==> config.mk <==
export PLATFORM = sky130hd
export DESIGN_NAME = sw_debounce_8_flat
export DESIGN_NICKNAME = d
export VERILOG_FILES = /design/src/rtl/sw_debounce_8_pkg.sv /design/src/rtl/sw_debounce_8_if.sv /design/src/rtl/sw_debounce_8_db_bit.sv /design/src/rtl/sw_debounce_8.sv /design/src/flat_wrapper.sv
export SDC_FILE = /design/constraint.sdc
export NUM_CORES = 1
export LEC_CHECK = 0
export CORE_MARGIN = 10
export CORE_UTILIZATION = 41
export CTS_BUF_LIST = sky130_fd_sc_hd__clkbuf_2 sky130_fd_sc_hd__clkbuf_4 sky130_fd_sc_hd__clkbuf_8
export DETAILED_ROUTE_END_ITERATION = 8
export GPL_TIMING_DRIVEN = 0
export PLACE_DENSITY_LB_ADDON = 0.08
export SLEW_MARGIN = 5
export SYNTH_ARGS = -nofsm -noshare
export SYNTH_HDL_FRONTEND = slang
export SYNTH_SLANG_ARGS = --single-unit
==> constraint.sdc <==
create_clock -name clk -period 1.3 [get_ports clk]
set_input_delay 0.13 -clock clk [delete_from_list [all_inputs] [get_ports clk]]
set_output_delay 0.13 -clock clk [all_outputs]
set_load 0.01 [all_outputs]
==> src/rtl/sw_debounce_8_pkg.sv <==
`default_nettype none
// ============================================================================
// Module      : sw_pkg
// Description : Shared constants and helpers for the sw_debounce_8 switch
//               conditioning stage (default widths, counter-width helper).
// Revision    : 1.0 - initial release
// ============================================================================
package sw_pkg;

   localparam int NBITS_DEF     = 8;
   localparam int DB_CYCLES_DEF = 16;

   // Counter must hold values 0..DB_CYCLES-1; one extra code keeps the
   // formula valid for any legal DB_CYCLES (2..65535).
   function automatic int cnt_width(input int db_cycles);
      return $clog2(db_cycles + 1);
   endfunction

endpackage : sw_pkg
`default_nettype wire

==> src/rtl/sw_debounce_8_if.sv <==
`default_nettype none
// ============================================================================
// Module      : sw_debounce_8_if
// Description : Switch-side / encoder-side signal bundle for sw_debounce_8.
//               sw_in  : raw asynchronous switch levels
//               tick   : sample enable for the debounce counters
//               clr    : sticky clear (only meaningful with DEBOUNCE_LATCH_EN)
//               x_out  : debounced vector to the encoder x input
//               chg    : one-cycle pulse when x_out changed
//               busy   : a candidate change is pending on some bit
//               Modport master drives the inputs, slave is the debouncer.
// Revision    : 1.0 - initial release
// ============================================================================
interface sw_debounce_8_if
   import sw_pkg::*;
#(
   parameter int NBITS = NBITS_DEF
);
   logic [NBITS-1:0] sw_in;
   logic             tick;
   logic             clr;
   logic [NBITS-1:0] x_out;
   logic             chg;
   logic             busy;

   modport master (
      output sw_in, tick, clr,
      input  x_out, chg, busy
   );

   modport slave (
      input  sw_in, tick, clr,
      output x_out, chg, busy
   );
endinterface : sw_debounce_8_if
`default_nettype wire

==> src/rtl/sw_debounce_8_db_bit.sv <==
`default_nettype none
// ============================================================================
// Module      : db_bit
// Description : Single-bit synchroniser plus debounce counter.
//               clk, rst : clock, synchronous active-high reset
//               tick     : counter advance enable
//               d_in     : raw asynchronous level
//               q        : debounced (stable) level
//               flip     : q changes on the coming clock edge
//               pend     : counter non-zero (candidate change pending)
// Revision    : 1.0 - initial release
// ============================================================================
module db_bit #(
   parameter int DB_CYCLES = 16,
   parameter int CNT_W     = 5
) (
   input  wire logic clk,
   input  wire logic rst,
   input  wire logic tick,
   input  wire logic d_in,
   output logic      q,
   output logic      flip,
   output logic      pend
);

   localparam logic [CNT_W-1:0] c_last = CNT_W'(DB_CYCLES - 1);

   logic             r_s1;
   logic             r_s2;
   logic             r_stable;
   logic [CNT_W-1:0] r_cnt;
   logic             w_mismatch;

   assign w_mismatch = (r_s2 != r_stable);

   always_ff @(posedge clk) begin
      if (rst) begin
         r_s1     <= 1'b0;
         r_s2     <= 1'b0;
         r_stable <= 1'b0;
         r_cnt    <= '0;
      end else begin
         r_s1 <= d_in;
         r_s2 <= r_s1;
         if (!w_mismatch) begin
            // bounce back to the accepted level restarts qualification
            r_cnt <= '0;
         end else if (tick) begin
            if (r_cnt == c_last) begin
               r_stable <= r_s2;
               r_cnt    <= '0;
            end else begin
               r_cnt <= r_cnt + 1'b1;
            end
         end
         // tick low with a mismatch: count frozen
      end
   end

   assign q    = r_stable;
   assign flip = w_mismatch && tick && (r_cnt == c_last);
   assign pend = (r_cnt != '0);

endmodule : db_bit
`default_nettype wire

==> src/rtl/sw_debounce_8.sv <==
`default_nettype none
// ============================================================================
// Module      : sw_debounce_8
// Description : Synchronises and debounces 8 switch levels feeding the 8-to-3
//               priority encoder; flags real changes with a one-cycle chg.
//               clk, rst : clock, synchronous active-high reset
//               bus      : sw_debounce_8_if.slave (sw_in, tick, clr ->
//                          x_out, chg, busy)
//               Build option DEBOUNCE_LATCH_EN: x_out shows sticky bits set
//               by debounced rising edges and cleared by clr.
// Revision    : 1.0 - initial release
// ============================================================================
module sw_debounce_8
   import sw_pkg::*;
#(
   parameter int NBITS     = NBITS_DEF,
   parameter int DB_CYCLES = DB_CYCLES_DEF
) (
   input wire logic        clk,
   input wire logic        rst,
   sw_debounce_8_if.slave  bus
);

   localparam int CNT_W = cnt_width(DB_CYCLES);

   logic [NBITS-1:0] w_q;
   logic [NBITS-1:0] w_flip;
   logic [NBITS-1:0] w_pend;
   logic             r_chg;

   generate
      for (genvar gi = 0; gi < NBITS; gi++) begin : g_bit
         db_bit #(
            .DB_CYCLES (DB_CYCLES),
            .CNT_W     (CNT_W)
         ) u_db_bit (
            .clk  (clk),
            .rst  (rst),
            .tick (bus.tick),
            .d_in (bus.sw_in[gi]),
            .q    (w_q[gi]),
            .flip (w_flip[gi]),
            .pend (w_pend[gi])
         );
      end
   endgenerate

   assign bus.busy = |w_pend;
   assign bus.chg  = r_chg;

`ifdef DEBOUNCE_LATCH_EN
   logic [NBITS-1:0] r_sticky;
   logic [NBITS-1:0] w_set;
   logic [NBITS-1:0] w_sticky_nxt;

   // a flip while the stable level is 0 is a debounced rising edge
   assign w_set = w_flip & ~w_q;

   always_comb begin
      w_sticky_nxt = r_sticky;
      if (bus.clr) begin
         w_sticky_nxt = '0;
      end
      // applied after clr so a coincident set survives
      w_sticky_nxt = w_sticky_nxt | w_set;
   end

   always_ff @(posedge clk) begin
      if (rst) begin
         r_sticky <= '0;
         r_chg    <= 1'b0;
      end else begin
         r_sticky <= w_sticky_nxt;
         r_chg    <= (w_sticky_nxt != r_sticky);
      end
   end

   assign bus.x_out = r_sticky;
`else
   logic w_unused_clr;
   assign w_unused_clr = bus.clr;

   always_ff @(posedge clk) begin
      if (rst) begin
         r_chg <= 1'b0;
      end else begin
         r_chg <= |w_flip;
      end
   end

   assign bus.x_out = w_q;
`endif

endmodule : sw_debounce_8
`default_nettype wire

==> src/flat_wrapper.sv <==
// flat-port wrapper written by rule: the top's interface ports become plain ports
module sw_debounce_8_flat import sw_pkg::*;
#(
   parameter int NBITS     = NBITS_DEF,
   parameter int DB_CYCLES = DB_CYCLES_DEF
)
  (clk, rst, bus_sw_in, bus_tick, bus_clr, bus_x_out, bus_chg, bus_busy);
  sw_debounce_8_if #(.NBITS(NBITS)) bus_i ();
  input wire logic clk;
  input wire logic rst;
  input wire logic [$bits(bus_i.sw_in)-1:0] bus_sw_in;
  input wire logic [$bits(bus_i.tick)-1:0] bus_tick;
  input wire logic [$bits(bus_i.clr)-1:0] bus_clr;
  output wire logic [$bits(bus_i.x_out)-1:0] bus_x_out;
  output wire logic [$bits(bus_i.chg)-1:0] bus_chg;
  output wire logic [$bits(bus_i.busy)-1:0] bus_busy;
  assign bus_i.sw_in = bus_sw_in;
  assign bus_i.tick = bus_tick;
  assign bus_i.clr = bus_clr;
  assign bus_x_out = bus_i.x_out;
  assign bus_chg = bus_i.chg;
  assign bus_busy = bus_i.busy;
  sw_debounce_8 #(.NBITS(NBITS), .DB_CYCLES(DB_CYCLES)) u_core (.clk(clk), .rst(rst), .bus(bus_i));
endmodule
Word-level counts from Yosys, hierarchy flattened
Cells that the tools add are included.
- flip-flop bits (word level): 65
- input bits: 12
- output and inout bits: 10
- word-level logic and storage cells: 115
- add/sub/neg operators: 8
- equal/unequal tests: 16
- multiplexer cells: 8
- bitwise operators: 8
- reduce and logical (&&, ||, !) cells: 42
- operators by type and width (cell ; number):
    $add A5 B1 Y5 const B ; 8
    $eq A5 B4 Y1 const B ; 8
    $mux W5 ; 8
    $reduce_bool A5 Y1 ; 8
    $reduce_and A3 Y1 ; 8
    $logic_and A1 B1 Y1 ; 16
    $reduce_or A2 Y1 ; 8
    $reduce_or A8 Y1 ; 2
    $ne A1 B1 Y1 ; 8
    $not A1 Y1 ; 8

Longest topological paths before layout
Gate-level depths: netlist (run 1).
- depth after elaboration: 4
- gate-level depth with buffers: 6
- gate-level depth less buffers: 5

Hierarchy
From an unflattened synthesis (run 1), not the netlist that was laid out.
- cell total of the unflattened synthesis: 287
- area total of the unflattened synthesis: 2996.6 um^2
- modules (own cells, without submodules) (module ; times used ; cells each ; area each (um^2) ; sequential area each (um^2)):
    db_bit ; 8 ; 35 ; 367.9 ; 160.2
    sw_debounce_8 ; 1 ; 7 ; 53.8 ; 20.0

Worst setup path before layout (run 1)
Ideal clock, no wire load.
- path kind: register to output
- start: register u_core.g_bit[5].u_db_bit.r_cnt[2]
- end: output bus_busy
- data arrival time: 1.212 ns
- data required time: 1.170 ns
- setup slack: -0.042 ns
- stages on the path, launching flop included: 4
- path buffers: 0
- cells stage by stage: dfxtp_1 -> nor4_2 -> nand2_1 -> or4_1
- word-level cells in the longest chain between the ends: 2
- RTL lines (element ; RTL line ; text):
    from (decl) ; sw_debounce_8_db_bit.sv:31 ; logic [CNT_W-1:0] r_cnt;
    from (signal assigned) ; sw_debounce_8_db_bit.sv:53 ; r_cnt <= r_cnt + 1'b1;
    $reduce_bool A5 Y1 ; sw_debounce_8_db_bit.sv:62 ; assign pend = (r_cnt != '0);
    $reduce_or A8 Y1 ; sw_debounce_8.sv:48 ; assign bus.busy = |w_pend;
    to (decl) ; flat_wrapper.sv:16 ; output wire logic [$bits(bus_i.busy)-1:0] bus_busy;
No other way between the ends.

Final worst setup path (run 1)
- start: register u_core.g_bit[7].u_db_bit.r_cnt[2]
- end: output bus_busy
- word-level cells in the longest chain between the ends: 2
- RTL lines (element ; RTL line):
    from (decl) ; sw_debounce_8_db_bit.sv:31
    from (signal assigned) ; sw_debounce_8_db_bit.sv:53
    $reduce_bool A5 Y1 ; sw_debounce_8_db_bit.sv:62
    $reduce_or A8 Y1 ; sw_debounce_8.sv:48
No other way between the ends.

==> results.cfg, run 1 <==
[status]
outcome = complete, but fails checks
violations = negative setup slack

[global_route]
antenna_found_initial = 0
grt_pass1_wl_um = 10400
overflow = 0
grt_pass1_vias = 2117
grt_max_degree = 13
grt_usage_pct = 11.9

[finish]
drive_above_1_share_pct = 24.1
syn2layout_area_growth_pct = 26.7
final_core_util_pct = 53.6
fin_area_um2 = 3640
antenna_cells = 0
stdcell_count = 461
nets = 388

[cts]
clk_pin_slew_worst_paths_ps = 70
tritoncts = built
root_buffer = clkbuf_8
h-tree-depth = 3
numClockSinks = 65
clk_path_buf_depth = 2
clkLatencyLatePin_ps = 340
cts_inserted_buffers = 9

[die]
coreArea_um2 = 6790
die_h_um = 104
start_util_pct = 42.3
row_count = 30
die_area_um2 = 10800
die_w_um = 104
ioPinCount = 22

[worst_setup_path]
worst-path-buf-inv = 1
slowest_stage = or4_4
path_cells = nor4_4, nand2_1, or4_4, buf_6
cp_top_family = simple AND/OR/NAND/NOR gates
startpoint_type = flop
critPathRequiredTime_ps = 1170
cp.arrival_ps = 1740
max_stage_delay_ps = 550
r2r_setup_slack_ps = -40
crit_type = flop to output port
end_kind = output port
critPathMaxFanout = 3
timing.rr.end = u_core.bus.chg
reg2reg_depth = 5
reg2reg_from = u_core.g_bit[0].u_db_bit.r_cnt[0]

[place]
place_congestion = 0.762
portBuffers = 19
dpl_cell_area_um2 = 3190
dp_hpwl_um = 4590
dpl.cell_count = 439
post-place-ws_ps = -748

[logic_synthesis]
synth-seq-cells = 65
synth_area_um2 = 2870
synth_warnings = 0
synth_cell_types = 30
ys_seq_area_share_pct = 45.3
syn_nets = 352
netlist_instances = 324
avgSynthCellArea_um2 = 8.87

[sta]
slew_headroom_pct = 68.5
setup_violations = 3
skew_ps = 9.53
tightest_slew_ps = 472
rsz0062_at_grt = true
finalWorstSetupSlack_ps = -566
slew_violations = 0
hold_viol = 0
max_freq_mhz = 536
finalCritPeriodShare_pct = 144
final.min_clock_period_ps = 1870

[power]
p_per_area_nw_per_um2 = 1140
irDropWorstVdd_mv = 0.600
p_leak_uw = 0.00132

[worst_hold_path]
hold_end = u_core.g_bit[6].u_db_bit.r_cnt[3]
hold_depth = 4
min_from = bus_tick
hp-class = input port to flop

[detailed_routing]
drt_iter0_drc = 83
drt_wl_total_um = 6460
drc_errors = 0
vias = 2255
drt_first_pass_iters = 4
viasPerCell = 4.89
ant_nets = 0
post_drt_wl_per_cell_um = 14.0

[job]
maxCapViolations = 0
[cell usage after synthesis]
cell      count  area share, %
a21boi_0      1           0.26
a21o_1        1           0.26
a21oi_1      17            3.0
buf_2         4           0.70
buf_4         8            2.1
clkbuf_1      4           0.52
dfxtp_1      65             45
ha_1         16            7.0
inv_1        18            2.4
mux2i_1       9            3.1
nand2_1      30            3.9
nand2b_1      6            1.3
nand3_1       6            1.0
nand3b_1      1           0.26
nand4_1      16            3.5
nand4b_1      5            1.5
nor2_1       34            4.4
nor2b_1      16            3.5
nor3_1       12            2.1
nor4_1        7            1.5
nor4_2        1           0.44
o21a_1        1           0.26
o21ai_0      10            1.7
o22ai_1       3           0.65
o31a_1        1           0.30
or2_1         7            1.5
or2_2         1           0.22
or4_1         1           0.26
xnor2_1      11            3.4
xor2_1       12            3.7
[cells by family (layout without fill, tap and decap cells)]
group / Yosys count / count (layout) / synth area share [%]
buffers and inverters: 34 / 75 / 5.66
AND/OR/NAND/NOR: 143 / 143 / 25.5
multiplexers: 9 / 9 / 3.13
AO/OA/AOI/OAI: 34 / 34 / 6.44
XOR/XNOR: 23 / 23 / 7.01
flip-flops: 65 / 65 / 45.3
adder cells (fa/ha/maj): 16 / 16 / 6.97
[placed cells by master (no fill, tap or decap), types with 11 or more instances in the layout]
cell type / n
dfxtp_1: 38
nor2_1: 32
nand2_1: 30
dfxtp_2: 24
inv_1: 18
nand4_1: 16
a21oi_1: 16
nor2b_1: 16
xor2_1: 12
buf_4: 12
xnor2_1: 11
[state kept, by name, indices dropped and copies added (netlist names)]
register	cells
u_core.bus.chg	1
u_core.g_bit.u_db_bit.r_s2	8
u_core.g_bit.u_db_bit.q	8
u_core.g_bit.u_db_bit.r_s1	8
u_core.g_bit.u_db_bit.r_cnt	40
[area by class of cell]
type | instances | area, um2
fill | 638 | 3150
clock buffer | 10 | 138
buffer | 16 | 97.6
clock inverter | 6 | 91.3
multi-input combinational | 225 | 1550
inverter | 18 | 67.6
sequential | 65 | 1340
tap | 96 | 120
timing repair buffer | 25 | 233
[worst register-to-register path: stages, from the launching register on]
cell and delay (ps):
dfxtp_1 390, ha_2 220, nand4b_1 140, o22ai_1 170, o21ai_0 130, a21oi_1 200
[where the power goes]
part	internal, uW	leakage [uW]	switching (uW)	total, uW
sequential	2010	0.000542	14.1	2030
combinational	85.4	0.000671	89.5	175
clock	1130	0.000105	815	1950
total	3230	0.00132	919	4150
[per-layer routing]
layer | up-vias | wire length (um) | GRT usage (%)
li1 | 1156 | - | -
met5 | - | 0 | 0
met2 | 40 | 3170 | 18.6
met1 | 1053 | 2970 | 14.5
met3 | 6 | 249 | 4.28
met4 | 0 | 68 | 4.67
[how the worst max path moves through the flow]
stage / start / to / slack (ps) / cells after the start
floorplan: u_core.g_bit[0].u_db_bit.r_cnt[2] / bus_busy / -10 / 3
global placement: rst / u_core.bus.chg / -720 / 4
detailed placement: rst / u_core.bus.chg / -750 / 4
CTS: u_core.g_bit[5].u_db_bit.r_cnt[3] / bus_busy / -610 / 4
global route: u_core.g_bit[0].u_db_bit.r_cnt[0] / bus_busy / -620 / 5
finish: u_core.g_bit[7].u_db_bit.r_cnt[2] / bus_busy / -570 / 4
[repair_timing]
item | in CTS | in global routing
gates resized for setup | 39 | 36
setup buffers | 1 | 5
hold buffers | 0 | 0
setup endpoints to repair | 23 | 10
pin swaps | 3 | 12
hold endpoints to repair | 0 | 0
[stage by stage]
stage,hold slack (ps),total power (uW),TNS (ps)
final,258,4150,-610
after global placement,416,2250,-15010
after floorplan,258,2180,-13.1
after CTS,233,4210,-683
after global routing,261,4310,-908
after detailed placement,422,2250,-15960
(Power assumes the default switching activity.)
==> inputs of run 2 (changes only) <==
Settings changed: SKIP_CTS_REPAIR_TIMING from default to 1.
==> results.cfg, run 2 (synthesized netlist as in run 1, its figures left out) <==
[detailed_routing]
vias = 2227
dr_wl_met2_um = 3170
post_drt_wl_per_cell_um = 14.0
ant_nets = 0
wl_met3_um = 201
drt_iter0_drc = 83
drt_wl_total_um = 6430
drc_errors = 0
topRoutingLayerUsed = met4
viasPerCell = 4.85
drt_first_pass_iters = 4
drt-met1-wl_um = 3020

[die]
die_h_um = 104
die_area_um2 = 10800
start_util_pct = 42.3
coreArea_um2 = 6790
die_w_um = 104
ioPinCount = 22
row_count = 30

[job]
maxCapViolations = 0

[cts]
root_buffer = clkbuf_8
h-tree-depth = 3
tritoncts = built
clk_pin_slew_worst_paths_ps = 70
clk_path_buf_depth = 2
cts_inserted_buffers = 9
clkLatencyLatePin_ps = 340
numClockSinks = 65

[sta]
finalWorstSetupSlack_ps = -561
hold_viol = 0
skew_ps = 8.73
final.min_clock_period_ps = 1860
slew_headroom_pct = 68.3
setup_violations = 2
rsz0062_at_grt = true
max_freq_mhz = 537
tightest_slew_ps = 475
slew_violations = 0
finalCritPeriodShare_pct = 143

[worst_setup_path]
cp.arrival_ps = 1730
crit_type = flop to output port
slowest_stage = or4_4
critPathRequiredTime_ps = 1170
max_stage_delay_ps = 440
startpoint_type = flop
critPathMaxFanout = 4
path_cells = nor4_2, nand4_1, or4_4, buf_6
end_kind = output port

[power]
finalPower_uw = 4150
p_switching_uw = 918
p_int_uw = 3230
seqPwrFrac_pct = 48.8
p_leak_uw = 0.00144
clock_power_share_pct = 47.0
irDropWorstVdd_mv = 0.588
p_per_area_nw_per_um2 = 1140
combPwrFrac_pct = 4.2
p_sw_share_pct = 22.1

[global_route]
grt_pass1_wl_um = 10400
grt_usage_pct = 11.8
antenna_found_initial = 0
grt_max_degree = 13
grt_pass1_vias = 2108
overflow = 0

[place]
place_congestion = 0.762
portBuffers = 19
dp_hpwl_um = 4590
post-place-ws_ps = -748

[status]
outcome = complete, but fails checks
violations = negative setup slack

[worst_hold_path]
hp-class = input port to flop

[finish]
mostFrequentLayoutCells = dfxtp_1, nor2_1, nand2_1, dfxtp_2, inv_1
nets = 386
final_core_util_pct = 53.6
syn2layout_area_growth_pct = 26.6
regMostFlops = u_core.g_bit.u_db_bit.r_cnt
final_common_cell = dfxtp_1
largest_reg_flops = 40
antenna_cells = 0
drive_above_1_share_pct = 22.9
fillers = 622
## run 2: cell count changes in the layout (fill, tap and decap cells not counted), moves of 2 or more
cell / before / now
o21ai_1: 0 / 2
o21ai_0: 10 / 8
dlygate4sd2_1: 9 / 0
nor3_2: 4 / 2
buf_6: 3 / 1
nor3_4: 0 / 2
dlymetal6s2s_1: 0 / 9
## run 2: final timing paths
kind	startpoint	end	slack, ps	cells after the start
min	bus_tick	u_core.g_bit[6].u_db_bit.r_cnt[3]	270	4
max	u_core.g_bit[4].u_db_bit.r_cnt[3]	bus_busy	-560	4
max reg2reg	u_core.g_bit[3].u_db_bit.r_cnt[0]	u_core.bus.chg	-30	5
min reg2reg	u_core.g_bit[3].u_db_bit.r_s1	u_core.g_bit[3].u_db_bit.r_s2	440	1
## run 2: cell type report
cell class | instances | area [um2] | share of cell area, %
buffer | 16 | 97.6 | 2.68
clock buffer | 10 | 138 | 3.78
clock inverter | 6 | 91.3 | 2.51
inverter | 18 | 67.6 | 1.86
multi-input combinational | 225 | 1540 | 42.3
sequential | 65 | 1340 | 36.9
tap | 96 | 120 | 3.30
timing repair buffer | 23 | 244 | 6.71
## run 2: critical path, delay by kind of cell (launching register included)
kind	cells	cell delay [ps]
DFF	1	360
and+or+nand+nor	3	900
buffers and inverters	1	140
## run 2: routing by layer
metal / track usage [%] / vias up
li1: - / 1149
met1: 14.5 / 1045
met2: 18.3 / 29
met3: 4.28 / 4
met4: 4.67 / 0
met5: 0 / -
## run 2: stage by stage
step,instance area [um2],hold WS (ps),instances,TNS (ps)
after floorplan,2880,258,324,-13.1
after global placement,3190,416,439,-15010
after detailed placement,3190,422,439,-15960
after CTS,3420,233,455,-6160
after global routing,3640,283,459,-945
final,3640,265,459,-595
## run 2: power by group through the flow
stage,Sequential [uW],Combinational (uW),Clock [uW]
finish,2030,174,1950
global placement,2080,170,0
floorplan,2070,103,0
CTS,2030,173,2000
global route,2030,194,2090
detailed placement,2080,173,0
